$ cat src/rtl/cpu_pkg.sv
// Shared definitions for the 16-bit pipelined CPU control path: opcodes,
// field encodings and the decode-stage control bundle.
package cpu_pkg;

  localparam logic [3:0] OP_ADD    = 4'h0;
  localparam logic [3:0] OP_SUB    = 4'h1;
  localparam logic [3:0] OP_XOR    = 4'h2;
  localparam logic [3:0] OP_RED    = 4'h3;
  localparam logic [3:0] OP_SLL    = 4'h4;
  localparam logic [3:0] OP_SRA    = 4'h5;
  localparam logic [3:0] OP_ROR    = 4'h6;
  localparam logic [3:0] OP_PADDSB = 4'h7;
  localparam logic [3:0] OP_LW     = 4'h8;
  localparam logic [3:0] OP_SW     = 4'h9;
  localparam logic [3:0] OP_LLB    = 4'hA;
  localparam logic [3:0] OP_LHB    = 4'hB;
  localparam logic [3:0] OP_B      = 4'hC;
  localparam logic [3:0] OP_BR     = 4'hD;
  localparam logic [3:0] OP_PCS    = 4'hE;
  localparam logic [3:0] OP_HLT    = 4'hF;

  localparam logic [1:0] MTR_PC2 = 2'b00;
  localparam logic [1:0] MTR_IMM = 2'b01;
  localparam logic [1:0] MTR_ALU = 2'b10;
  localparam logic [1:0] MTR_MEM = 2'b11;

  localparam logic [1:0] PCS_SEQ = 2'b00;
  localparam logic [1:0] PCS_BR  = 2'b01;
  localparam logic [1:0] PCS_B   = 2'b11;

  // flag write enables are ordered {Z,V,N}
  localparam logic [2:0] FLAG_NONE = 3'b000;
  localparam logic [2:0] FLAG_Z    = 3'b100;
  localparam logic [2:0] FLAG_ALL  = 3'b111;

  typedef struct packed {
    logic       reg_write;
    logic       mem_read;
    logic       mem_write;
    logic       alu_src;
    logic       lhb;
    logic [2:0] alu_op;
    logic [1:0] mem_to_reg;
    logic [1:0] pc_src;
    logic [2:0] flag_we;
  } ctrl_t;

  localparam ctrl_t CTRL_BUBBLE = '0;

  typedef enum logic [1:0] {
    ST_RUN    = 2'b00,
    ST_DRAIN  = 2'b01,
    ST_HALTED = 2'b10
  } halt_state_e;

  function automatic logic reg_hit(input logic [3:0] ex_rd, input logic [3:0] src,
                                   input logic used);
    return used && (ex_rd == src);
  endfunction

endpackage

$ cat src/rtl/pipe_ctrl_unit_if.sv
// Decode-stage control bus: IF/ID inputs, hazard enables and the ID/EX
// control slice. slave = control unit side, master = pipeline side.
interface pipe_ctrl_unit_if #(
  parameter int INSTR_W = 16,
  parameter int RIDX_W  = 4
);
  logic               id_valid;
  logic [INSTR_W-1:0] id_instr;
  logic               ex_branch_taken;
  logic               pc_write;
  logic               if_id_write;
  logic               if_id_flush;
  logic               ex_valid;
  logic               ex_reg_write;
  logic               ex_mem_read;
  logic               ex_mem_write;
  logic               ex_alu_src;
  logic               ex_lhb;
  logic [2:0]         ex_alu_op;
  logic [1:0]         ex_mem_to_reg;
  logic [1:0]         ex_pc_src;
  logic [2:0]         ex_flag_we;
  logic [RIDX_W-1:0]  ex_rd;
  logic               halted;

  modport master (
    output id_valid, id_instr, ex_branch_taken,
    input  pc_write, if_id_write, if_id_flush, ex_valid, ex_reg_write, ex_mem_read,
           ex_mem_write, ex_alu_src, ex_lhb, ex_alu_op, ex_mem_to_reg, ex_pc_src,
           ex_flag_we, ex_rd, halted
  );

  modport slave (
    input  id_valid, id_instr, ex_branch_taken,
    output pc_write, if_id_write, if_id_flush, ex_valid, ex_reg_write, ex_mem_read,
           ex_mem_write, ex_alu_src, ex_lhb, ex_alu_op, ex_mem_to_reg, ex_pc_src,
           ex_flag_we, ex_rd, halted
  );
endinterface

$ cat src/rtl/ctrl_decode.sv
// Purely combinational opcode decoder: control bundle plus register-read
// classification used by the load-use hazard check.
module ctrl_decode
  import cpu_pkg::*;
#(
  parameter int OP_W = 4
) (
  input  logic [OP_W-1:0] opcode,
  output ctrl_t           ctrl,
  output logic            uses_rs,
  output logic            uses_rt,
  output logic            uses_rd_src
);

  // opcode -> control bundle
  always_comb begin
    ctrl = CTRL_BUBBLE;
    case (opcode)
      OP_ADD, OP_SUB: begin
        ctrl.reg_write  = 1'b1;
        ctrl.alu_op     = opcode[2:0];
        ctrl.mem_to_reg = MTR_ALU;
        ctrl.flag_we    = FLAG_ALL;
      end
      OP_XOR, OP_RED, OP_PADDSB: begin
        ctrl.reg_write  = 1'b1;
        ctrl.alu_op     = opcode[2:0];
        ctrl.mem_to_reg = MTR_ALU;
        ctrl.flag_we    = FLAG_Z;
      end
      OP_SLL, OP_SRA, OP_ROR: begin
        ctrl.reg_write  = 1'b1;
        ctrl.alu_src    = 1'b1;
        ctrl.alu_op     = opcode[2:0];
        ctrl.mem_to_reg = MTR_ALU;
        ctrl.flag_we    = FLAG_Z;
      end
      OP_LW: begin
        ctrl.reg_write  = 1'b1;
        ctrl.mem_read   = 1'b1;
        ctrl.alu_src    = 1'b1;
        ctrl.mem_to_reg = MTR_MEM;
      end
      OP_SW: begin
        ctrl.mem_write  = 1'b1;
        ctrl.alu_src    = 1'b1;
        ctrl.mem_to_reg = MTR_ALU;
      end
      OP_LLB, OP_LHB: begin
        ctrl.reg_write  = 1'b1;
        ctrl.alu_src    = 1'b1;
        ctrl.alu_op     = 3'b010;
        ctrl.mem_to_reg = MTR_IMM;
        ctrl.lhb        = (opcode == OP_LHB);
      end
      OP_B: begin
        ctrl.alu_src = 1'b1;
        ctrl.pc_src  = PCS_B;
      end
      OP_BR: begin
        ctrl.pc_src = PCS_BR;
      end
      OP_PCS: begin
        ctrl.reg_write  = 1'b1;
        ctrl.alu_src    = 1'b1;
        ctrl.mem_to_reg = MTR_PC2;
      end
      default: ctrl = CTRL_BUBBLE;
    endcase
  end

  assign uses_rs     = (opcode <= OP_SW) || (opcode == OP_BR);
  assign uses_rt     = (opcode <= OP_RED) || (opcode == OP_PADDSB);
  assign uses_rd_src = (opcode == OP_SW);

endmodule

$ cat src/rtl/pipe_ctrl_unit.sv
// Decode-stage control unit: registers the decoded bundle into ID/EX, inserts
// load-use stalls, applies EX branch flushes and drains the pipe on HLT.
module pipe_ctrl_unit
  import cpu_pkg::*;
#(
  parameter int INSTR_W      = 16,
  parameter int OP_W         = 4,
  parameter int RIDX_W       = 4,
  parameter int DRAIN_STAGES = 3
) (
  input logic             clk,
  input logic             rst,
  pipe_ctrl_unit_if.slave bus
);

  localparam int CNT_W = (DRAIN_STAGES > 32'sd0) ? $clog2(DRAIN_STAGES + 32'sd1) : 32'sd1;
  localparam logic [CNT_W-1:0] CNT_INIT = CNT_W'(DRAIN_STAGES);

  logic [OP_W-1:0]   opcode_s;
  logic [RIDX_W-1:0] rd_s, rs_s, rt_s;
  ctrl_t             dec_ctrl_s;
  logic              uses_rs_s, uses_rt_s, uses_rd_src_s;
  logic              flush_s, hlt_s, stall_s, pc_write_s, if_id_write_s;

  halt_state_e       state_q, state_d;
  logic [CNT_W-1:0]  cnt_q, cnt_d;
  ctrl_t             ex_ctrl_q, ex_ctrl_d;
  logic              ex_valid_q, ex_valid_d;
  logic [RIDX_W-1:0] ex_rd_q, ex_rd_d;
  logic              halted_q, halted_d;

  assign opcode_s = bus.id_instr[INSTR_W-1 -: OP_W];
  assign rd_s     = bus.id_instr[2*RIDX_W +: RIDX_W];
  assign rs_s     = bus.id_instr[RIDX_W +: RIDX_W];
  assign rt_s     = bus.id_instr[0 +: RIDX_W];

  ctrl_decode #(.OP_W(OP_W)) u_decode (
    .opcode      (opcode_s),
    .ctrl        (dec_ctrl_s),
    .uses_rs     (uses_rs_s),
    .uses_rt     (uses_rt_s),
    .uses_rd_src (uses_rd_src_s)
  );

  // Branches cannot resolve behind a draining HLT, so flush only matters in RUN.
  assign flush_s = bus.ex_branch_taken && (state_q == ST_RUN);
  assign hlt_s   = bus.id_valid && (opcode_s == OP_HLT) && !flush_s;
  assign stall_s = ex_valid_q && ex_ctrl_q.mem_read && bus.id_valid &&
                   (reg_hit(ex_rd_q, rs_s, uses_rs_s) ||
                    reg_hit(ex_rd_q, rt_s, uses_rt_s) ||
                    reg_hit(ex_rd_q, rd_s, uses_rd_src_s));

  // next-state, hazard enables and ID/EX slice contents
  always_comb begin
    state_d       = state_q;
    cnt_d         = cnt_q;
    halted_d      = halted_q;
    ex_valid_d    = 1'b0;
    ex_ctrl_d     = CTRL_BUBBLE;
    ex_rd_d       = '0;
    pc_write_s    = 1'b1;
    if_id_write_s = 1'b1;
    case (state_q)
      ST_RUN: begin
        if (flush_s) begin
          ex_valid_d = 1'b0;
        end else if (hlt_s) begin
          pc_write_s    = 1'b0;
          if_id_write_s = 1'b0;
          if (DRAIN_STAGES == 32'sd0) begin
            state_d  = ST_HALTED;
            halted_d = 1'b1;
          end else begin
            state_d = ST_DRAIN;
            cnt_d   = CNT_INIT;
          end
        end else if (stall_s) begin
          pc_write_s    = 1'b0;
          if_id_write_s = 1'b0;
        end else if (bus.id_valid) begin
          ex_valid_d = 1'b1;
          ex_ctrl_d  = dec_ctrl_s;
          ex_rd_d    = rd_s;
        end else begin
          ex_valid_d = 1'b0;
        end
      end
      ST_DRAIN: begin
        pc_write_s    = 1'b0;
        if_id_write_s = 1'b0;
        if (cnt_q <= CNT_W'(1)) begin
          cnt_d    = '0;
          state_d  = ST_HALTED;
          halted_d = 1'b1;
        end else begin
          cnt_d = cnt_q - CNT_W'(1);
        end
      end
      ST_HALTED: begin
        pc_write_s    = 1'b0;
        if_id_write_s = 1'b0;
        halted_d      = 1'b1;
      end
      default: begin
        state_d  = ST_RUN;
        cnt_d    = '0;
        halted_d = 1'b0;
      end
    endcase
  end

  // FSM state, drain counter and ID/EX control slice
  always_ff @(posedge clk) begin
    if (rst) begin
      state_q    <= ST_RUN;
      cnt_q      <= '0;
      halted_q   <= 1'b0;
      ex_valid_q <= 1'b0;
      ex_ctrl_q  <= CTRL_BUBBLE;
      ex_rd_q    <= '0;
    end else begin
      state_q    <= state_d;
      cnt_q      <= cnt_d;
      halted_q   <= halted_d;
      ex_valid_q <= ex_valid_d;
      ex_ctrl_q  <= ex_ctrl_d;
      ex_rd_q    <= ex_rd_d;
    end
  end

  assign bus.pc_write      = pc_write_s;
  assign bus.if_id_write   = if_id_write_s;
  assign bus.if_id_flush   = flush_s;
  assign bus.ex_valid      = ex_valid_q;
  assign bus.ex_reg_write  = ex_ctrl_q.reg_write;
  assign bus.ex_mem_read   = ex_ctrl_q.mem_read;
  assign bus.ex_mem_write  = ex_ctrl_q.mem_write;
  assign bus.ex_alu_src    = ex_ctrl_q.alu_src;
  assign bus.ex_lhb        = ex_ctrl_q.lhb;
  assign bus.ex_alu_op     = ex_ctrl_q.alu_op;
  assign bus.ex_mem_to_reg = ex_ctrl_q.mem_to_reg;
  assign bus.ex_pc_src     = ex_ctrl_q.pc_src;
  assign bus.ex_flag_we    = ex_ctrl_q.flag_we;
  assign bus.ex_rd         = ex_rd_q;
  assign bus.halted        = halted_q;

endmodule
$ cat src/flat_wrapper.sv
// flat-port wrapper written by rule: the top's interface ports become plain ports
module pipe_ctrl_unit_flat import cpu_pkg::*;
#(
  parameter int INSTR_W      = 16,
  parameter int OP_W         = 4,
  parameter int RIDX_W       = 4,
  parameter int DRAIN_STAGES = 3
)
  (clk, rst, bus_id_valid, bus_id_instr, bus_ex_branch_taken, bus_pc_write, bus_if_id_write, bus_if_id_flush, bus_ex_valid, bus_ex_reg_write, bus_ex_mem_read, bus_ex_mem_write, bus_ex_alu_src, bus_ex_lhb, bus_ex_alu_op, bus_ex_mem_to_reg, bus_ex_pc_src, bus_ex_flag_we, bus_ex_rd, bus_halted);
  pipe_ctrl_unit_if #(.INSTR_W(INSTR_W), .RIDX_W(RIDX_W)) bus_i ();
  input logic clk;
  input logic rst;
  input wire logic [$bits(bus_i.id_valid)-1:0] bus_id_valid;
  input wire logic [$bits(bus_i.id_instr)-1:0] bus_id_instr;
  input wire logic [$bits(bus_i.ex_branch_taken)-1:0] bus_ex_branch_taken;
  output wire logic [$bits(bus_i.pc_write)-1:0] bus_pc_write;
  output wire logic [$bits(bus_i.if_id_write)-1:0] bus_if_id_write;
  output wire logic [$bits(bus_i.if_id_flush)-1:0] bus_if_id_flush;
  output wire logic [$bits(bus_i.ex_valid)-1:0] bus_ex_valid;
  output wire logic [$bits(bus_i.ex_reg_write)-1:0] bus_ex_reg_write;
  output wire logic [$bits(bus_i.ex_mem_read)-1:0] bus_ex_mem_read;
  output wire logic [$bits(bus_i.ex_mem_write)-1:0] bus_ex_mem_write;
  output wire logic [$bits(bus_i.ex_alu_src)-1:0] bus_ex_alu_src;
  output wire logic [$bits(bus_i.ex_lhb)-1:0] bus_ex_lhb;
  output wire logic [$bits(bus_i.ex_alu_op)-1:0] bus_ex_alu_op;
  output wire logic [$bits(bus_i.ex_mem_to_reg)-1:0] bus_ex_mem_to_reg;
  output wire logic [$bits(bus_i.ex_pc_src)-1:0] bus_ex_pc_src;
  output wire logic [$bits(bus_i.ex_flag_we)-1:0] bus_ex_flag_we;
  output wire logic [$bits(bus_i.ex_rd)-1:0] bus_ex_rd;
  output wire logic [$bits(bus_i.halted)-1:0] bus_halted;
  assign bus_i.id_valid = bus_id_valid;
  assign bus_i.id_instr = bus_id_instr;
  assign bus_i.ex_branch_taken = bus_ex_branch_taken;
  assign bus_pc_write = bus_i.pc_write;
  assign bus_if_id_write = bus_i.if_id_write;
  assign bus_if_id_flush = bus_i.if_id_flush;
  assign bus_ex_valid = bus_i.ex_valid;
  assign bus_ex_reg_write = bus_i.ex_reg_write;
  assign bus_ex_mem_read = bus_i.ex_mem_read;
  assign bus_ex_mem_write = bus_i.ex_mem_write;
  assign bus_ex_alu_src = bus_i.ex_alu_src;
  assign bus_ex_lhb = bus_i.ex_lhb;
  assign bus_ex_alu_op = bus_i.ex_alu_op;
  assign bus_ex_mem_to_reg = bus_i.ex_mem_to_reg;
  assign bus_ex_pc_src = bus_i.ex_pc_src;
  assign bus_ex_flag_we = bus_i.ex_flag_we;
  assign bus_ex_rd = bus_i.ex_rd;
  assign bus_halted = bus_i.halted;
  pipe_ctrl_unit #(.INSTR_W(INSTR_W), .OP_W(OP_W), .RIDX_W(RIDX_W), .DRAIN_STAGES(DRAIN_STAGES)) u_core (.clk(clk), .rst(rst), .bus(bus_i));
endmodule
$ cat config.mk
export PLATFORM = sky130hd
export DESIGN_NAME = pipe_ctrl_unit_flat
export DESIGN_NICKNAME = d
export VERILOG_FILES = /design/src/rtl/cpu_pkg.sv /design/src/rtl/pipe_ctrl_unit_if.sv /design/src/rtl/ctrl_decode.sv /design/src/rtl/pipe_ctrl_unit.sv /design/src/flat_wrapper.sv
export SDC_FILE = /design/constraint.sdc
export NUM_CORES = 1
export LEC_CHECK = 0
export ABC_AREA = 1
export CORE_MARGIN = 3
export CORE_UTILIZATION = 40
export CTS_CLUSTER_SIZE = 8
export DETAILED_ROUTE_END_ITERATION = 8
export HOLD_SLACK_MARGIN = 0.1
export MAX_ROUTING_LAYER = met4
export PLACE_DENSITY = 0.78
export SYNTH_ARGS = -nofsm -noshare
export SYNTH_HDL_FRONTEND = slang
export SYNTH_HIERARCHICAL = 1
export SYNTH_SLANG_ARGS = --single-unit
$ cat constraint.sdc
create_clock -name clk -period 2.25 [get_ports clk]
set_input_delay 0.5625 -clock clk [delete_from_list [all_inputs] [get_ports clk]]
set_output_delay 0.5625 -clock clk [all_outputs]
set_load 0.01 [all_outputs]
==> impl_metrics.tcl <==
set metrics [dict create \
    path_cells "buf_2 > buf_4 > a21oi_2 > nand2_1 > nor2_1 > nand3_1 > nand3_2 > nand2_2 > nand2_2 > nand2_2 > buf_6" \
    place_congestion 0.856 \
    ys_ff_latch 25 \
    crit_top_cell "nand2_2" \
    setup_viol 0 \
    tightest_slew_ns 0.255 \
    synth_area_um2 1340 \
    p_per_area_nw_per_um2 631 \
    ys_types 24 \
    cp.arrival_ns 1.60 \
    io_buffers 43 \
    critPathKind "primary input to output port" \
    tns_ns 0 \
    cp_slowest_cell "a21oi_2" \
    clk_path_buf_depth 2 \
    layout_common_cells "37 x nand2_1, 37 x inv_1, 24 x buf_4, 23 x clkdlybuf4s50_1, 22 x dfxtp_1" \
    dp_hpwl_mm 2.30 \
    ant_nets 0 \
    slew_headroom 0.830 \
    core_region_area_um2 3130 \
    max_stage_delay_ns 0.14 \
    start_kind "primary input" \
    initial_core_util 0.427 \
    syn_area_per_cell_um2 6.85 \
    synth_top_family_by_area "simple AND/OR/NAND/NOR gates" \
    r2r_cells 9 \
    die_height_um 63.8 \
    cts_sinks 25 \
    grt_util_all_layers 0.161 \
    drt_iter0_drc 59 \
    final_nets 287 \
    status "complete, no violations" \
    drive_gt1_frac 0.305 \
    critical_path_peak_fanout 2 \
    ioPinCount 44 \
    synth-compound-area-share 0.0600 \
    antenna_found_initial 0 \
    dr.pass1.iters 6 \
    finalWirelength_mm 2.86 \
    largest_reg_flops 4 \
    holdCritPathClass "flip-flop to flip-flop" \
    drv_cap 0 \
    clock_skew_ns 0.00394 \
    gr-total-overflow 0 \
    cts_tree "done" \
    cts-root-buf "clkbuf_4" \
    area_growth_pct 51.5 \
    hold_viol_final 0 \
    synth_mux_area_frac 0 \
    cts_max_level 1 \
    synth_xor_area_frac 0.0197 \
    fin_crit_sh 0.962 \
    wl_per_cell_um 9.36 \
    drv_slew 0 \
    synthCells 195 \
    clkLatencyLatePin_ns 0.32 \
    grt_pass1_vias 1274 \
    fmax_mhz 462 \
    synthSimpleGateAreaFrac 0.345 \
    synth-adder-area-share 0.0375 \
    cts.clk_slew.worst_paths_ns 0.14 \
    reg2reg_slack_ns 0.68 \
    endpoint_kind "output port" \
    synthesis.nets 219 \
    cts_buffers 3 \
    drc 0 \
    timing.hold.worst_path_depth 2 \
    grt_pass1_wl_mm 5.23 \
    dieArea_um2 4070 \
    fp.dieW_um 63.8 \
    vias 1343 \
    period_minus_slack_ns 2.17 \
    p_total_mw 1.27 \
    fp-row-count 20 \
    seq_area_frac_synth 0.375 \
    vdd_drop_max_mv 0.375 \
    viasPerCell 4.39 \
    n_antenna_cell 0 \
    p_leak_nw 0.977 \
    required_ns 1.69 \
    yosys_warnings 6 \
    hold_buffers 0 \
    grt_max_degree 16 \
]
synth_stat cells:
cell type   n  share of area
nor2_1     20          0.056
ha_1        4          0.037
buf_4       4          0.022
nand2_4     1         0.0084
o21ai_0     1         0.0037
a211oi_1    1         0.0056
o21ai_2     1         0.0066
a31oi_1     1         0.0047
dfxtp_1    25           0.37
xnor2_1     3          0.020
nor2_2     20          0.094
a21oi_1     8          0.030
and3_1      1         0.0047
inv_1      40           0.11
nand2_1    42           0.12
inv_2       3         0.0084
clkinv_1    1         0.0028
nand3_1    10          0.037
nand4_1     1         0.0047
nand2_2     3          0.014
buf_6       2          0.017
nand3_2     1         0.0075
o21ai_1     1         0.0037
o211ai_1    1         0.0056
metal layers:
layer  up-vias  track usage  share of wire
met4         0       0.0404         0.0073
met5         -            -              0
met1       598        0.200           0.46
met2        33        0.266           0.48
met3         4       0.0334          0.045
li1        708            -              -
area by class of cell:
| type | instances | area, µm² |
|---|---|---|
| Clock buffer | 3 | 22.5 |
| Sequential cell | 25 | 504 |
| Fill cell | 276 | 1110 |
| Multi-Input combinational cell | 120 | 648 |
| Tap cell | 44 | 55.1 |
| Timing Repair Buffer | 69 | 619 |
| Inverter | 44 | 165 |
| Clock inverter | 1 | 7.51 |
per-stage QoR:
stage	util	hold slack [ns]	worst slack (ns)	instances	instance area, µm²
after detailed placement	0.626	0.460	-0.708	298	1960
after CTS	0.638	0.480	0.00441	306	2000
after floorplan	-	0.441	0.145	195	1340
after global routing	0.646	0.514	-0.00380	306	2020
final	0.646	0.480	0.0849	306	2020
after global placement	0.626	0.454	-0.690	298	1960
what timing repair did:
item / 4_1_cts / 5_1_grt
pin swaps: 18 / 11
endpoints found under the setup margin: 3 / 3
gates resized for setup: 39 / 18
setup buffers: 4 / 0
report_power, final:
group / leakage (nW) / total (mW) / switching, mW / internal (mW)
combinational: 0.759 / 0.532 / 0.268 / 0.265
sequential: 0.204 / 0.539 / 0.0366 / 0.502
clock: 0.0139 / 0.203 / 0.136 / 0.0679
worst max-delay path: cells and delay by family:
family,cells,cell delay (ns)
compound gates,1,0.14
simple gates,7,0.53
buf+inv,3,0.36
kinds of logic (layout without fill, tap and decap cells):
logic type	after synthesis	count (layout)
AO/OA/AOI/OAI	14	14
XOR/XNOR	3	3
adder cells (fa/ha/maj)	4	4
buffers and inverters	50	117
flip-flops	25	25
AND/OR/NAND/NOR	99	99
worst paths after layout:
path | startpoint | to
hold reg to reg | u_core/cnt_q[0] | u_core/cnt_q[0]
setup / recovery | bus_id_instr[14] | bus_if_id_write
hold / removal | u_core/cnt_q[0] | u_core/cnt_q[0]
setup reg to reg | u_core/state_q[0] | u_core/bus.ex_flag_we[1]
(Power assumes the default switching activity.)
